`config.mk`:
```
export PLATFORM = sky130hd
export DESIGN_NAME = startup_seq
export DESIGN_NICKNAME = d
export VERILOG_FILES = /design/src/rtl/startup_seq_pkg.sv /design/src/rtl/startup_seq_timer.sv /design/src/rtl/startup_seq.sv
export SDC_FILE = /design/constraint.sdc
export NUM_CORES = 1
export LEC_CHECK = 0
export CAP_MARGIN = 30
export CORE_UTILIZATION = 54
export CTS_BUF_LIST = sky130_fd_sc_hd__clkbuf_16
export DETAILED_ROUTE_END_ITERATION = 12
export PLACE_DENSITY = 0.79
export SETUP_SLACK_MARGIN = 0.2
export SLEW_MARGIN = 20
export SYNTH_ARGS = -nofsm -noshare
export SYNTH_HDL_FRONTEND = slang
export SYNTH_SLANG_ARGS = --single-unit
```
`constraint.sdc`:
```
create_clock -name clk -period 2.1 [get_ports clk]
set_input_delay 0.42 -clock clk [delete_from_list [all_inputs] [get_ports clk]]
set_output_delay 0.42 -clock clk [all_outputs]
set_load 0.02 [all_outputs]
```
`src/rtl/startup_seq_pkg.sv`:
```
// -----------------------------------------------------------------------------
// startup_seq_pkg
// Shared definitions for the power-up/power-down sequencer:
//   - FSM state encodings (3-bit, plain localparams for legacy tool compatibility)
//   - timer_w(): width of the shared pulse/timeout down-counter
// -----------------------------------------------------------------------------
package startup_seq_pkg;

    typedef logic [2:0] state_t;

    localparam state_t ST_IDLE     = 3'd0;
    localparam state_t ST_CLKON    = 3'd1;
    localparam state_t ST_PULSE    = 3'd2;
    localparam state_t ST_SETTLE   = 3'd3;
    localparam state_t ST_READY    = 3'd4;
    localparam state_t ST_SHUTDOWN = 3'd5;
    localparam state_t ST_FAULT    = 3'd6;

    // One counter serves both the strobe width and the ack timeout, so it must
    // hold the larger of the two load values (each is loaded as value-1).
    function automatic int timer_w(input int pulse_cyc, input int timeout_cyc);
        int m;
        m = (pulse_cyc > timeout_cyc) ? pulse_cyc : timeout_cyc;
        return (m < 1) ? 1 : $clog2(m + 1);
    endfunction

endpackage

```
`src/rtl/startup_seq_timer.sv`:
```
// -----------------------------------------------------------------------------
// seq_timer
// Loadable down-counter that saturates at zero.
// Ports:
//   clk       in  system clock
//   rst_n     in  async active-low reset (counter -> 0)
//   load      in  load load_val on this edge (takes priority over counting)
//   load_val  in  value to load
//   value     out current count
//   done      out count is zero
// -----------------------------------------------------------------------------
module seq_timer #(
    parameter int W = 4
) (
    input  logic         clk,
    input  logic         rst_n,
    input  logic         load,
    input  logic [W-1:0] load_val,
    output logic [W-1:0] value,
    output logic         done
);

    logic [W-1:0] cnt_q;
    logic [W-1:0] cnt_d;

    always_comb begin
        cnt_d = cnt_q;
        if (load) begin
            cnt_d = load_val;
        end else if (cnt_q != '0) begin
            cnt_d = cnt_q - W'(1);
        end
    end

    always_ff @(posedge clk or negedge rst_n) begin
        if (!rst_n) begin
            cnt_q <= '0;
        end else begin
            cnt_q <= cnt_d;
        end
    end

    assign value = cnt_q;
    assign done  = (cnt_q == '0);

endmodule

```
`src/rtl/startup_seq.sv`:
```
// -----------------------------------------------------------------------------
// startup_seq
// Power-up/power-down sequencer for N_STAGES switched stages on one gated clock.
// Turns the stage clock on, then strobes each stage's switch in order and waits
// for its ack; tears stages down highest-first on stop; latches a sticky fault
// when an ack does not arrive in time.
// Ports:
//   clk       in   system clock
//   rst_n     in   async active-low reset
//   start     in   power-up request (only looked at in IDLE)
//   stop      in   power-down / abort / fault-clear, wins over start
//   ack       in   per-stage powered acknowledge (level)
//   clk_en    out  stage clock enable
//   sw_on     out  one-hot switch-on strobe, PULSE_CYC cycles wide
//   stage_on  out  per-stage enable level
//   ready     out  all stages up
//   fault     out  sticky ack-timeout flag
//   busy      out  sequencing in progress (CLKON/PULSE/SETTLE/SHUTDOWN)
// -----------------------------------------------------------------------------
module startup_seq
    import startup_seq_pkg::*;
#(
    parameter int N_STAGES    = 4,
    parameter int PULSE_CYC   = 2,
    parameter int TIMEOUT_CYC = 15
) (
    input  logic                clk,
    input  logic                rst_n,
    input  logic                start,
    input  logic                stop,
    input  logic [N_STAGES-1:0] ack,
    output logic                clk_en,
    output logic [N_STAGES-1:0] sw_on,
    output logic [N_STAGES-1:0] stage_on,
    output logic                ready,
    output logic                fault,
    output logic                busy
);

    localparam int TW    = timer_w(PULSE_CYC, TIMEOUT_CYC);
    localparam int IDX_W = (N_STAGES > 1) ? $clog2(N_STAGES) : 1;

    localparam logic [N_STAGES-1:0] ONE       = N_STAGES'(1);
    localparam logic [IDX_W-1:0]    LAST_IDX  = IDX_W'(N_STAGES - 1);
    localparam logic [TW-1:0]       PULSE_LD  = TW'(PULSE_CYC - 1);
    localparam logic [TW-1:0]       TIMEOUT_LD = TW'(TIMEOUT_CYC - 1);

    state_t              state_q,    state_d;
    logic [IDX_W-1:0]    idx_q,      idx_d;
    logic                clk_en_q,   clk_en_d;
    logic [N_STAGES-1:0] sw_on_q,    sw_on_d;
    logic [N_STAGES-1:0] stage_on_q, stage_on_d;
    logic                ready_q,    ready_d;
    logic                fault_q,    fault_d;

    logic                tmr_load;
    logic [TW-1:0]       tmr_val;
    logic [TW-1:0]       tmr_value;
    logic                tmr_done;
    logic [IDX_W-1:0]    nxt_idx;

    seq_timer #(
        .W (TW)
    ) u_timer (
        .clk      (clk),
        .rst_n    (rst_n),
        .load     (tmr_load),
        .load_val (tmr_val),
        .value    (tmr_value),
        .done     (tmr_done)
    );

    // Teardown removes one stage per cycle, newest (highest) stage first.
    function automatic logic [N_STAGES-1:0] clr_highest(input logic [N_STAGES-1:0] v);
        logic [N_STAGES-1:0] r;
        logic                found;
        r     = v;
        found = 1'b0;
        for (int i = N_STAGES - 1; i >= 0; i--) begin
            if (!found && v[i]) begin
                r[i]  = 1'b0;
                found = 1'b1;
            end
        end
        return r;
    endfunction

    assign nxt_idx = idx_q + IDX_W'(1);

    always_comb begin
        state_d    = state_q;
        idx_d      = idx_q;
        clk_en_d   = clk_en_q;
        sw_on_d    = sw_on_q;
        stage_on_d = stage_on_q;
        ready_d    = ready_q;
        fault_d    = fault_q;
        tmr_load   = 1'b0;
        tmr_val    = '0;

        case (state_q)
            ST_IDLE: begin
                if (start && !stop) begin
                    state_d  = ST_CLKON;
                    clk_en_d = 1'b1;
                end
            end

            ST_CLKON: begin
                if (stop) begin
                    state_d = ST_SHUTDOWN;
                    sw_on_d = '0;
                end else begin
                    state_d    = ST_PULSE;
                    idx_d      = '0;
                    sw_on_d    = ONE;
                    stage_on_d = stage_on_q | ONE;
                    tmr_load   = 1'b1;
                    tmr_val    = PULSE_LD;
                end
            end

            ST_PULSE: begin
                if (stop) begin
                    state_d = ST_SHUTDOWN;
                    sw_on_d = '0;
                end else if (tmr_done) begin
                    state_d  = ST_SETTLE;
                    sw_on_d  = '0;
                    tmr_load = 1'b1;
                    tmr_val  = TIMEOUT_LD;
                end
            end

            ST_SETTLE: begin
                if (stop) begin
                    state_d = ST_SHUTDOWN;
                    sw_on_d = '0;
                end else if (ack[idx_q]) begin
                    if (idx_q == LAST_IDX) begin
                        state_d = ST_READY;
                        ready_d = 1'b1;
                    end else begin
                        state_d    = ST_PULSE;
                        idx_d      = nxt_idx;
                        sw_on_d    = ONE << nxt_idx;
                        stage_on_d = stage_on_q | (ONE << nxt_idx);
                        tmr_load   = 1'b1;
                        tmr_val    = PULSE_LD;
                    end
                end else if (tmr_done) begin
                    // Timed out: drop everything at once, no ordered teardown.
                    state_d    = ST_FAULT;
                    fault_d    = 1'b1;
                    stage_on_d = '0;
                    clk_en_d   = 1'b0;
                    sw_on_d    = '0;
                end
            end

            ST_READY: begin
                if (stop) begin
                    state_d = ST_SHUTDOWN;
                    ready_d = 1'b0;
                end
            end

            ST_SHUTDOWN: begin
                // Clock stays on until the cycle after the last stage is off.
                if (stage_on_q == '0) begin
                    state_d  = ST_IDLE;
                    clk_en_d = 1'b0;
                    idx_d    = '0;
                end else begin
                    stage_on_d = clr_highest(stage_on_q);
                end
            end

            ST_FAULT: begin
                if (stop) begin
                    state_d = ST_IDLE;
                    fault_d = 1'b0;
                end
            end

            default: begin
                state_d    = ST_IDLE;
                idx_d      = '0;
                clk_en_d   = 1'b0;
                sw_on_d    = '0;
                stage_on_d = '0;
                ready_d    = 1'b0;
                fault_d    = 1'b0;
            end
        endcase
    end

    always_ff @(posedge clk or negedge rst_n) begin
        if (!rst_n) begin
            state_q    <= ST_IDLE;
            idx_q      <= '0;
            clk_en_q   <= 1'b0;
            sw_on_q    <= '0;
            stage_on_q <= '0;
            ready_q    <= 1'b0;
            fault_q    <= 1'b0;
        end else begin
            state_q    <= state_d;
            idx_q      <= idx_d;
            clk_en_q   <= clk_en_d;
            sw_on_q    <= sw_on_d;
            stage_on_q <= stage_on_d;
            ready_q    <= ready_d;
            fault_q    <= fault_d;
        end
    end

    assign clk_en   = clk_en_q;
    assign sw_on    = sw_on_q;
    assign stage_on = stage_on_q;
    assign ready    = ready_q;
    assign fault    = fault_q;
    assign busy     = (state_q == ST_CLKON)  || (state_q == ST_PULSE) ||
                      (state_q == ST_SETTLE) || (state_q == ST_SHUTDOWN);

endmodule

```
==> key figures, run 1 <==
Timing
  – F_max: 525 MHz
  – Unrepaired setup endpoints after global routing: false
  – Min Tclk post-route: 1.91 ns
  – Fin crit share: 0.908
  – Slew HR: 0.662
  – PnR worst setup slack: 0.194 ns
  – Transition time at the pin with the least slew margin: 0.504 ns
  – Hold Violations, Final: 0
  – Final hold slack: 0.510 ns
  – Final Max Slew Viols: 0
  – Fin Setup TNS: 0 ns
  – Final setup viols: 0
  – Setup Skew: 0.00190 ns

Floorplanning
  – Die X-Extent: 52.6 um
  – Core footprint: 2320 um^2
  – Starting Density: 0.596
  – Placement Rows: 17
  – Die Ht: 52.6 um
  – Full die area: 2760 um^2
  – # IOs: 20

Clocking
  – Clock transition at the registers of the reported paths: 0.06 ns
  – Hold_buf cts: 0
  – Clk sinks: 20
  – Cts bufs inserted: 3
  – Root buffer cell: clkbuf_16
  – CTS tree: done
  – Insertion delay to the later sink of the worst-skew pair: 0.26 ns
  – CTS H-tree lvls: 1
  – Clock buffer depth: 2

Yosys
  – Synthesized instance count: 149
  – Top_reg_cell synth: dfrtp_1
  – Post-synth top area share: 0.362
  – Sequential area share after synthesis: 0.362
  – Top area cells in the synthesized netlist: dfrtp_1 36%, ha_1 4.5%, a21oi_1 3.3%
  – #FFs+latches synth: 20
  – Post-synth top area cell: dfrtp_1
  – Synth warn: 0
  – Synth top cells by count: 20 x dfrtp_1, 11 x inv_1, 11 x nand2_1, 9 x a21oi_1, 9 x o21ai_0
  – Avg Inst Size Synth: 9.27 um^2
  – Cell Area, Synth: 1380 um^2
  – Synth cell types: 52
  – FFs w/ async S/R, synth: 1.00
  – Post-synth EDFFs: 0
  – Synth Net Count: 162
  – Cell with the most instances after synthesis: dfrtp_1

Cells and area
  – Final net count: 192
  – Diode count: 0
  – Final Cell Area: 1830 um^2
  – FILL cells: 148
  – Area grow syn2layout: 32.7%
  – Layout cells sized above 1: 0.208

Detailed routing
  – First-pass detailed-route iteration total: 5
  – Vias per inst: 6.59
  – DR vias: 1357
  – DRC violations left: 0
  – Total Wirelength: 3.89 mm
  – Detail Route Antenna Nets: 0
  – Drt wl/cell: 18.9 um
  – Starting DRT DRC Count: 114

Worst setup path
  – Crit. End Element: flip-flop
  – Worst path arrival time: 2.04 ns
  – Crit-path max FO: 5
  – CP required: 2.24 ns
  – CP Class: primary input to flip-flop
  – Startpoint Class: primary input

Power and ir drop
  – Power per cell area: 1550 nW/um^2
  – Sw Ratio: 0.420
  – Maximum vdd drop: 1.18 mV
  – Clock power frac: 0.186
  – Int Power: 0.00165 W
  – Pwr Total: 0.00284 W
  – Net Sw Power: 0.00119 W
  – Leak: 0.785 nW
  – Reg power frac: 0.242
  – Comb pwr share: 0.572

Min path
  – Hold WC Path Type: primary input to async pin

Global route
  – Initial antenna violation count: 0
  – GR Util met1: 0.375
  – Largest net degree at the start of global routing: 21
  – Met3 usage: 0.0696
  – Most crowded layer after global routing: met2
  – Met2 global-route usage: 0.523
  – GRT Total Usage: 0.308
  – Global-route wire length before repair: 6.02 mm
  – Vias in the first global route: 1301
  – GRT overflow: 0

Status
  – Status: completed

Place
  – Post-Place Worst Slack: -0.178 ns
  – Area after DPL: 1660 um^2
  – Gpl congestion: 0.890
  – DP HPWL: 2.55 mm
  – Port Buffers: 19

Run
  – # Max-Cap Violations: 0
## cell families (layout without fill, tap and decap cells)
| kind of cell | after synthesis | after routing | share of synthesized area |
|---|---|---|---|
| adder cells (fa/ha/maj) | 6 | 6 | 0.0525 |
| flip-flops | 20 | 20 | 0.362 |
| AO/OA/AOI/OAI | 57 | 57 | 0.296 |
| AND/OR/NAND/NOR | 43 | 43 | 0.179 |
| buffers and inverters | 20 | 49 | 0.0688 |
| multiplexers | 3 | 3 | 0.0408 |
## cells in the final DEF, fill, tap and decap left out, types with 2 or more instances in the layout
cell             count
buf_12               2
clkbuf_16            3
nand2_1             11
nand3b_1             2
and4_1               3
a31oi_1              5
nor2_1               7
inv_1               10
dlygate4sd2_1        5
buf_4               12
a21o_1               2
ha_1                 4
nor2b_1              2
or3_1                3
a211oi_1             2
a21oi_1              9
dfrtp_1             19
o221ai_1             2
nor3_2               2
o21a_1               2
o21ai_0              9
a22o_1               4
nand2b_1             3
clkdlybuf4s50_1     14
nor3_1               4
a221o_1              2
## metrics by stage
stage / instances / utilization
2_1_floorplan: 149 / -
3_3_place_gp: 198 / 0.716
3_5_place_dp: 198 / 0.716
4_1_cts: 205 / 0.775
5_1_grt: 206 / 0.791
6_report: 206 / 0.791
## power by group through the flow
| stage | registers (W) | logic [W] | clock network [W] |
|---|---|---|---|
| 4_1_cts | 0.000675 | 0.00151 | 0.000527 |
| 6_report | 0.000686 | 0.00162 | 0.000528 |
| 5_1_grt | 0.000707 | 0.00172 | 0.000549 |
| 2_1_floorplan | 0.000717 | 0.000979 | 0 |
| 3_5_place_dp | 0.000679 | 0.00143 | 0 |
| 3_3_place_gp | 0.000672 | 0.00141 | 0 |
## flip-flops by register name, summed over array words and instances (netlist names)
name,count
ready,1
fault,1
stage_on,4
idx_q,2
sw_on,4
clk_en,1
state_q,3
u_timer.value,4
## worst max-delay path: stages
cell and delay [ns]:
dlygate4sd2_1 0.24, mux4_2 0.57, buf_4 0.20, o32ai_1 0.23
o221a_2 0.31, o32ai_2 0.08
## path summary, 6_finish.rpt
check / from / end / slack (ns) / depth (start not counted)
worst max-delay path: ack[3] / stage_on[0]$_DFFE_PN0P_ / 0.19 / 6
worst min register to register: sw_on[2]$_DFFE_PN0P_ / sw_on[2]$_DFFE_PN0P_ / 0.51 / 1
max in group asynchronous: rst_n / state_q[2]$_DFFE_PN0P_ / 1.36 / 2
worst min-delay path: rst_n / u_timer.value[1]$_DFFE_PN0P_ / 0.51 / 2
min in group clk: sw_on[2]$_DFFE_PN0P_ / sw_on[2]$_DFFE_PN0P_ / 0.51 / 1
worst max register to register: idx_q[0]$_DFFE_PN0P_ / stage_on[0]$_DFFE_PN0P_ / 0.19 / 5
## cell type report
class | instances | area (um^2) | area share
well taps | 28 | 35.0 | 0.0191
clock inverters | 1 | 30.0 | 0.0164
repair buffers | 34 | 325 | 0.177
flip-flops and latches | 20 | 502 | 0.274
inverters | 11 | 41.3 | 0.0225
clock buffers | 3 | 75.1 | 0.0410
multi-input cells | 109 | 825 | 0.450
## what timing repair did
item	4_1_cts	5_1_grt
setup buffers	3	1
pin swaps	2	0
gates resized for setup	9	5
endpoints found under the setup margin	17	12
## per-layer routing
| layer | vias to the layer above | share of wire |
|---|---|---|
| met2 | 80 | 0.49 |
| met5 | - | 0 |
| met1 | 640 | 0.40 |
| met4 | 0 | 0.030 |
| li1 | 620 | - |
| met3 | 17 | 0.079 |
Note: power is estimated with default switching activity, not from simulation.
==> run 2: changes to the inputs <==
Settings changed: CELL_PAD_IN_SITES_DETAIL_PLACEMENT set to 2, CELL_PAD_IN_SITES_GLOBAL_PLACEMENT set to 2, CORE_ASPECT_RATIO set to 0.8, CORE_UTILIZATION 54 to 33, PLACE_DENSITY 0.79 to not set, PLACE_DENSITY_LB_ADDON set to 0.1.
==> key figures, run 2 (synthesis results as in run 1) <==
Global route
  – Vias in the first global route: 1584 (+22%)
  – GRT overflow: 0 (unchanged)
  – Initial antenna violation count: 0 (unchanged)
  – Largest net degree at the start of global routing: 21 (unchanged)
  – Global-route wire length before repair: 8.76 mm (+46%)
  – GRT Total Usage: 0.279 (-0.0288)

Timing
  – Slew HR: 0.632 (-0.0302)
  – Final setup viols: 0 (unchanged)
  – Fin crit share: 0.924 (+0.0167)
  – Unrepaired setup endpoints after global routing: true
  – F_max: 515 MHz (-1.8%)
  – Min Tclk post-route: 1.94 ns (+0.0351 ns)
  – PnR worst setup slack: 0.159 ns (-0.0351 ns)
  – Final Max Slew Viols: 0 (unchanged)
  – Setup Skew: 0.00147 ns (-0.000425 ns)
  – Hold Violations, Final: 0 (unchanged)
  – Transition time at the pin with the least slew margin: 0.548 ns (+0.0438 ns)

Detailed routing
  – Detail Route Antenna Nets: 0 (unchanged)
  – Drt wl/cell: 23.7 um (+25%)
  – First-pass detailed-route iteration total: 4 (-1)
  – Starting DRT DRC Count: 92 (-19%)
  – DRC violations left: 0 (unchanged)
  – Total Wirelength: 5.85 mm (+50%)
  – Vias per inst: 5.98 (-9.3%)
  – DR vias: 1476 (+8.8%)

Min path
  – Hold Crit Depth: 1
  – Hold WC Path Type: flip-flop to flip-flop
  – Hold path endpoint: sw_on[1]$_DFFE_PN0P_
  – Hold Path Origin: sw_on[1]$_DFFE_PN0P_

Power and ir drop
  – Maximum vdd drop: 0.712 mV (-40%)
  – Power per cell area: 1570 nW/um^2 (+1.7%)
  – Leak: 0.848 nW (+8.0%)

Worst setup path
  – Worst path slowest cell: mux4_2
  – Reg2reg setup slack: 0.16 ns (-0.04 ns)
  – WP buf/inv: 1 (-1)
  – Capture point of the worst reg-to-reg path: stage_on[1]$_DFFE_PN0P_
  – Worst Setup SP: idx_q[0]$_DFFE_PN0P_
  – Critical Path Stages: 5 (-1)
  – CP Class: flip-flop to flip-flop
  – Cells along the critical path: mux4_2, mux2i_4, buf_6, a21oi_2, a221o_1
  – Crit. End Element: flip-flop
  – Cells on worst reg2reg path: 5 (unchanged)
  – Startpoint Class: flip-flop
  – Worst path arrival time: 2.09 ns (+0.05 ns)
  – Reg-to-Reg Start: idx_q[0]$_DFFE_PN0P_
  – Crit-path max FO: 7 (+2)
  – Critical path's largest stage delay: 0.65 ns (+0.08 ns)
  – CP required: 2.24 ns (about the same)
  – CP delay by family, top: multiplexers

Floorplanning
  – # IOs: 20 (unchanged)
  – Die Ht: 59.9 um (+14%)
  – Core footprint: 3900 um^2 (+68%)
  – Starting Density: 0.354 (-0.242)
  – Placement Rows: 20 (+3)
  – Full die area: 4450 um^2 (+61%)
  – Die X-Extent: 74.3 um (+41%)

Clocking
  – CTS tree: done
  – CTS H-tree lvls: 1 (unchanged)
  – Clock transition at the registers of the reported paths: 0.06 ns (about the same)
  – Insertion delay to the later sink of the worst-skew pair: 0.26 ns (about the same)
  – Hold_buf cts: 0 (unchanged)
  – Clock buffer depth: 2 (unchanged)
  – Root buffer cell: clkbuf_16
  – Cts bufs inserted: 3 (unchanged)
  – Clk sinks: 20 (unchanged)

Cells and area
  – Diode count: 0 (unchanged)
  – Final Cell Area: 1990 um^2 (+8.8%)
  – Area grow syn2layout: 44.4%
  – Final core utilization: 0.511 (-0.280)
  – Most common cell after layout, fill and taps aside: buf_4
  – Layout cells sized above 1: 0.297 (+0.0890)
  – Final net count: 206 (+7.3%)
  – FILL cells: 413 (+180%)
  – Most frequent cells in the layout: 24 x buf_4, 19 x dfrtp_1, 14 x clkdlybuf4s50_1

Place
  – Gpl congestion: 0.815 (-8.4%)
  – Area after DPL: 1730 um^2 (+4.1%)
  – Post-Place Worst Slack: -0.233 ns (-0.0553 ns)
  – Port Buffers: 19 (unchanged)
  – DP HPWL: 3.88 mm (+52%)

Status
  – Status: completed

Run
  – # Max-Cap Violations: 0 (unchanged)
-- run 2: changes by cell type in the layout (fill, tap and decap cells not counted), sizes merged --
cell	before	now
bufinv	1	0
clkinv	0	1
buf	15	29
-- run 2: what timing repair did --
action,CTS,global route
gates resized for setup,20,9
endpoints found under the setup margin,20,13
buffers inserted,5,5
endpoints found under the hold margin,0,0
pin swaps,6,4
-- run 2: area by class of cell --
type | count | area [um^2] | area share
Multi-Input combinational cell | 109 | 883 | 0.443
Sequential cell | 20 | 502 | 0.252
Timing Repair Buffer | 48 | 420 | 0.211
Clock buffer | 3 | 75.1 | 0.0376
Tap cell | 55 | 68.8 | 0.0345
Inverter | 11 | 41.3 | 0.0207
Clock inverter | 1 | 3.75 | 0.00188
-- run 2: worst max path at each step --
stage	endpoint	slack (ns)
2_1_floorplan	stage_on[3]$_DFFE_PN0P_	0.28
3_3_place_gp	state_q[2]$_DFFE_PN0P_	-0.15
6_report	stage_on[1]$_DFFE_PN0P_	0.16
4_1_cts	stage_on[0]$_DFFE_PN0P_	0.19
3_5_place_dp	stage_on[0]$_DFFE_PN0P_	-0.23
5_1_grt	stage_on[2]$_DFFE_PN0P_	0.11
-- run 2: where the power goes --
group          internal [W]  switching, W  total [W]
registers          0.000523      0.000173   0.000696
logic              0.000920       0.00111    0.00203
clock network      0.000255      0.000160   0.000415
total               0.00170       0.00144    0.00314
-- run 2: routing by layer --
metal | part of all wire | GRT usage
met3 | 0.046 | 0.0573
met4 | 0.024 | 0.113
met5 | 0 | 0
met2 | 0.50 | 0.487
met1 | 0.43 | 0.338
-- run 2: stage by stage --
step	std cells	total power [W]	TNS [ns]	hold slack (ns)
after floorplan	149	0.00170	0	0.124
after global placement	233	0.00220	-1.29	0.489
after detailed placement	233	0.00231	-3.13	0.494
after CTS	242	0.00295	0	0.513
after global routing	247	0.00332	0	0.530
final	247	0.00314	0	0.511
==> run 3: changes to the inputs <==
Settings changed: PLACE_DENSITY set to 0.88, PLACE_DENSITY_LB_ADDON 0.1 to not set.
==> key figures, run 3 (synthesis results as in run 1) <==
Cells and area
  – Final net count: 196 (-4.9%)
  – Fin cells: 237 (-4.0%)
  – Diode count: 0 (unchanged)
  – Area grow syn2layout: 39.9%
  – Reg area: 503 um^2 (+0.25%)
  – Most common cell after layout, fill and taps aside: dfrtp_1
  – Most frequent cells in the layout: 18 x dfrtp_1, 15 x buf_4, 14 x clkdlybuf4s50_1
  – FILL cells: 433 (+4.8%)
  – Final Cell Area: 1930 um^2 (-3.1%)
  – Layout cells sized above 1: 0.264 (-0.0331)
  – Multi-input gate area: 870 um^2 (-1.6%)

Clocking
  – Clock transition at the registers of the reported paths: 0.06 ns (about the same)
  – Root buffer cell: clkbuf_16
  – CTS H-tree lvls: 1 (unchanged)
  – Clk sinks: 20 (unchanged)
  – Insertion delay to the later sink of the worst-skew pair: 0.26 ns (about the same)
  – CTS tree: done
  – Cts bufs inserted: 3 (unchanged)
  – Clock buffer depth: 2 (unchanged)

Worst setup path
  – Reg-to-Reg Start: idx_q[0]$_DFFE_PN0P_
  – Worst path arrival time: 2.07 ns (-0.02 ns)
  – Startpoint Class: flip-flop
  – CP Class: flip-flop to flip-flop
  – CP delay by family, top: multiplexers
  – Cells on worst reg2reg path: 5 (unchanged)
  – Cells along the critical path: mux4_2, buf_8, a21oi_1, or3_1, mux2_2
  – Crit. End Element: flip-flop
  – CP required: 2.24 ns (about the same)
  – WP buf/inv: 1 (unchanged)
  – Worst path slowest cell: dfrtp_2
  – Capture point of the worst reg-to-reg path: idx_q[0]$_DFFE_PN0P_
  – Crit-path max FO: 13 (+6)
  – Critical path's largest stage delay: 0.45 ns (-0.20 ns)
  – Reg2reg setup slack: 0.17 ns (about the same)

Timing
  – Final setup viols: 0 (unchanged)
  – Final Max Slew Viols: 0 (unchanged)
  – Transition time at the pin with the least slew margin: 0.547 ns (-0.00131 ns)
  – F_max: 518 MHz (+0.63%)
  – Min Tclk post-route: 1.93 ns (-0.0121 ns)
  – Unrepaired setup endpoints after global routing: true
  – Fin crit share: 0.919 (-0.00576)
  – Hold Violations, Final: 0 (unchanged)
  – Setup Skew: 0.00403 ns (+0.00256 ns)
  – Slew HR: 0.633 (+0.000882)

Floorplanning
  – Die X-Extent: 74.3 um (unchanged)
  – Placement Rows: 20 (unchanged)
  – Die Ht: 59.9 um (unchanged)
  – Core footprint: 3900 um^2 (unchanged)
  – # IOs: 20 (unchanged)
  – Full die area: 4450 um^2 (unchanged)
  – Starting Density: 0.354 (unchanged)

Power and ir drop
  – Pwr Total: 0.00318 W (+1.3%)
  – Maximum vdd drop: 0.703 mV (-1.2%)
  – Power per cell area: 1650 nW/um^2 (+4.5%)
  – Leak: 0.802 nW (-5.4%)

Global route
  – GRT Total Usage: 0.281 (+0.00206)
  – Initial antenna violation count: 0 (unchanged)
  – Global-route wire length before repair: 8.76 mm (about the same)
  – Largest net degree at the start of global routing: 21 (unchanged)
  – GRT overflow: 0 (unchanged)
  – Vias in the first global route: 1582 (-0.13%)

Place
  – Placed cells: 228 (-2.1%)
  – Gpl congestion: 0.863 (+5.9%)
  – Port Buffers: 19 (unchanged)
  – DP HPWL: 4.12 mm (+6.2%)
  – Area after DPL: 1690 um^2 (-2.2%)

Min path
  – Hold WC Path Type: primary input to async pin

Detailed routing
  – DR top layer: met4
  – Total Wirelength: 5.91 mm (+1.0%)
  – Detail Route Antenna Nets: 0 (unchanged)
  – Metal-1 WL: 2.63 mm (+5.5%)
  – Starting DRT DRC Count: 84 (-8.7%)
  – Drt wl/cell: 24.9 um (+5.3%)
  – First-pass detailed-route iteration total: 4 (unchanged)
  – Met3 wire len: 132 um (-51%)
  – Vias per inst: 5.99 (+0.19%)
  – DR vias: 1419 (-3.9%)
  – DRC violations left: 0 (unchanged)
  – Routed wl met2: 3.01 mm (+2.1%)

Status
  – Status: completed

Run
  – # Max-Cap Violations: 0 (unchanged)
## run 3: changes by cell type in the layout (fill, tap and decap cells not counted), sizes merged
cell / delta
buf: -10
clkinv: -1
bufinv: +1
## run 3: report_power, final
part           switching [W]  internal (W)
Sequential          0.000174      0.000525
Clock               0.000168      0.000379
Combinational        0.00109      0.000843
## run 3: cell type report
type	instances	area share
Tap cell	55	0.0356
Sequential cell	20	0.260
Clock inverter	1	0.0155
Clock buffer	3	0.0388
Inverter	11	0.0214
Multi-Input combinational cell	109	0.450
Timing Repair Buffer	38	0.179
## run 3: worst max-delay path by stage
stage                     depth (start not counted)                 start  slack (ns)                            to
after global placement                            5                ack[3]       -0.12       stage_on[3]$_DFFE_PN0P_
after CTS                                         5  idx_q[0]$_DFFE_PN0P_        0.16          idx_q[0]$_DFFE_PN0P_
after floorplan                                   4  idx_q[0]$_DFFE_PN0P_        0.28       stage_on[3]$_DFFE_PN0P_
after global routing                              5  idx_q[0]$_DFFE_PN0P_        0.13          idx_q[0]$_DFFE_PN0P_
after detailed placement                          6                ack[3]       -0.30  u_timer.value[3]$_DFFE_PN0P_
final                                             5  idx_q[0]$_DFFE_PN0P_        0.17          idx_q[0]$_DFFE_PN0P_
## run 3: metal layers
layer | vias to the layer above | GRT usage
met4 | 0 | 0.132
met2 | 28 | 0.503
met1 | 748 | 0.335
li1 | 633 | -
met5 | - | 0
met3 | 10 | 0.0388
## run 3: per-stage QoR
stage	hold WS (ns)	TNS (ns)	setup WS, ns	utilization
final	0.516	0	0.171	0.495
after global placement	0.484	-1.08	-0.124	0.433
after CTS	0.520	0	0.160	0.478
after floorplan	0.124	0	0.280	-
after global routing	0.528	0	0.131	0.495
after detailed placement	0.515	-3.32	-0.302	0.433
## run 3: what timing repair did
action | CTS | global route
hold buffers | 0 | 0
cloned | 0 | 0
pin swaps | 3 | 0
resized for setup | 19 | 10
buffers inserted | 3 | 2
setup endpoints to repair | 21 | 15
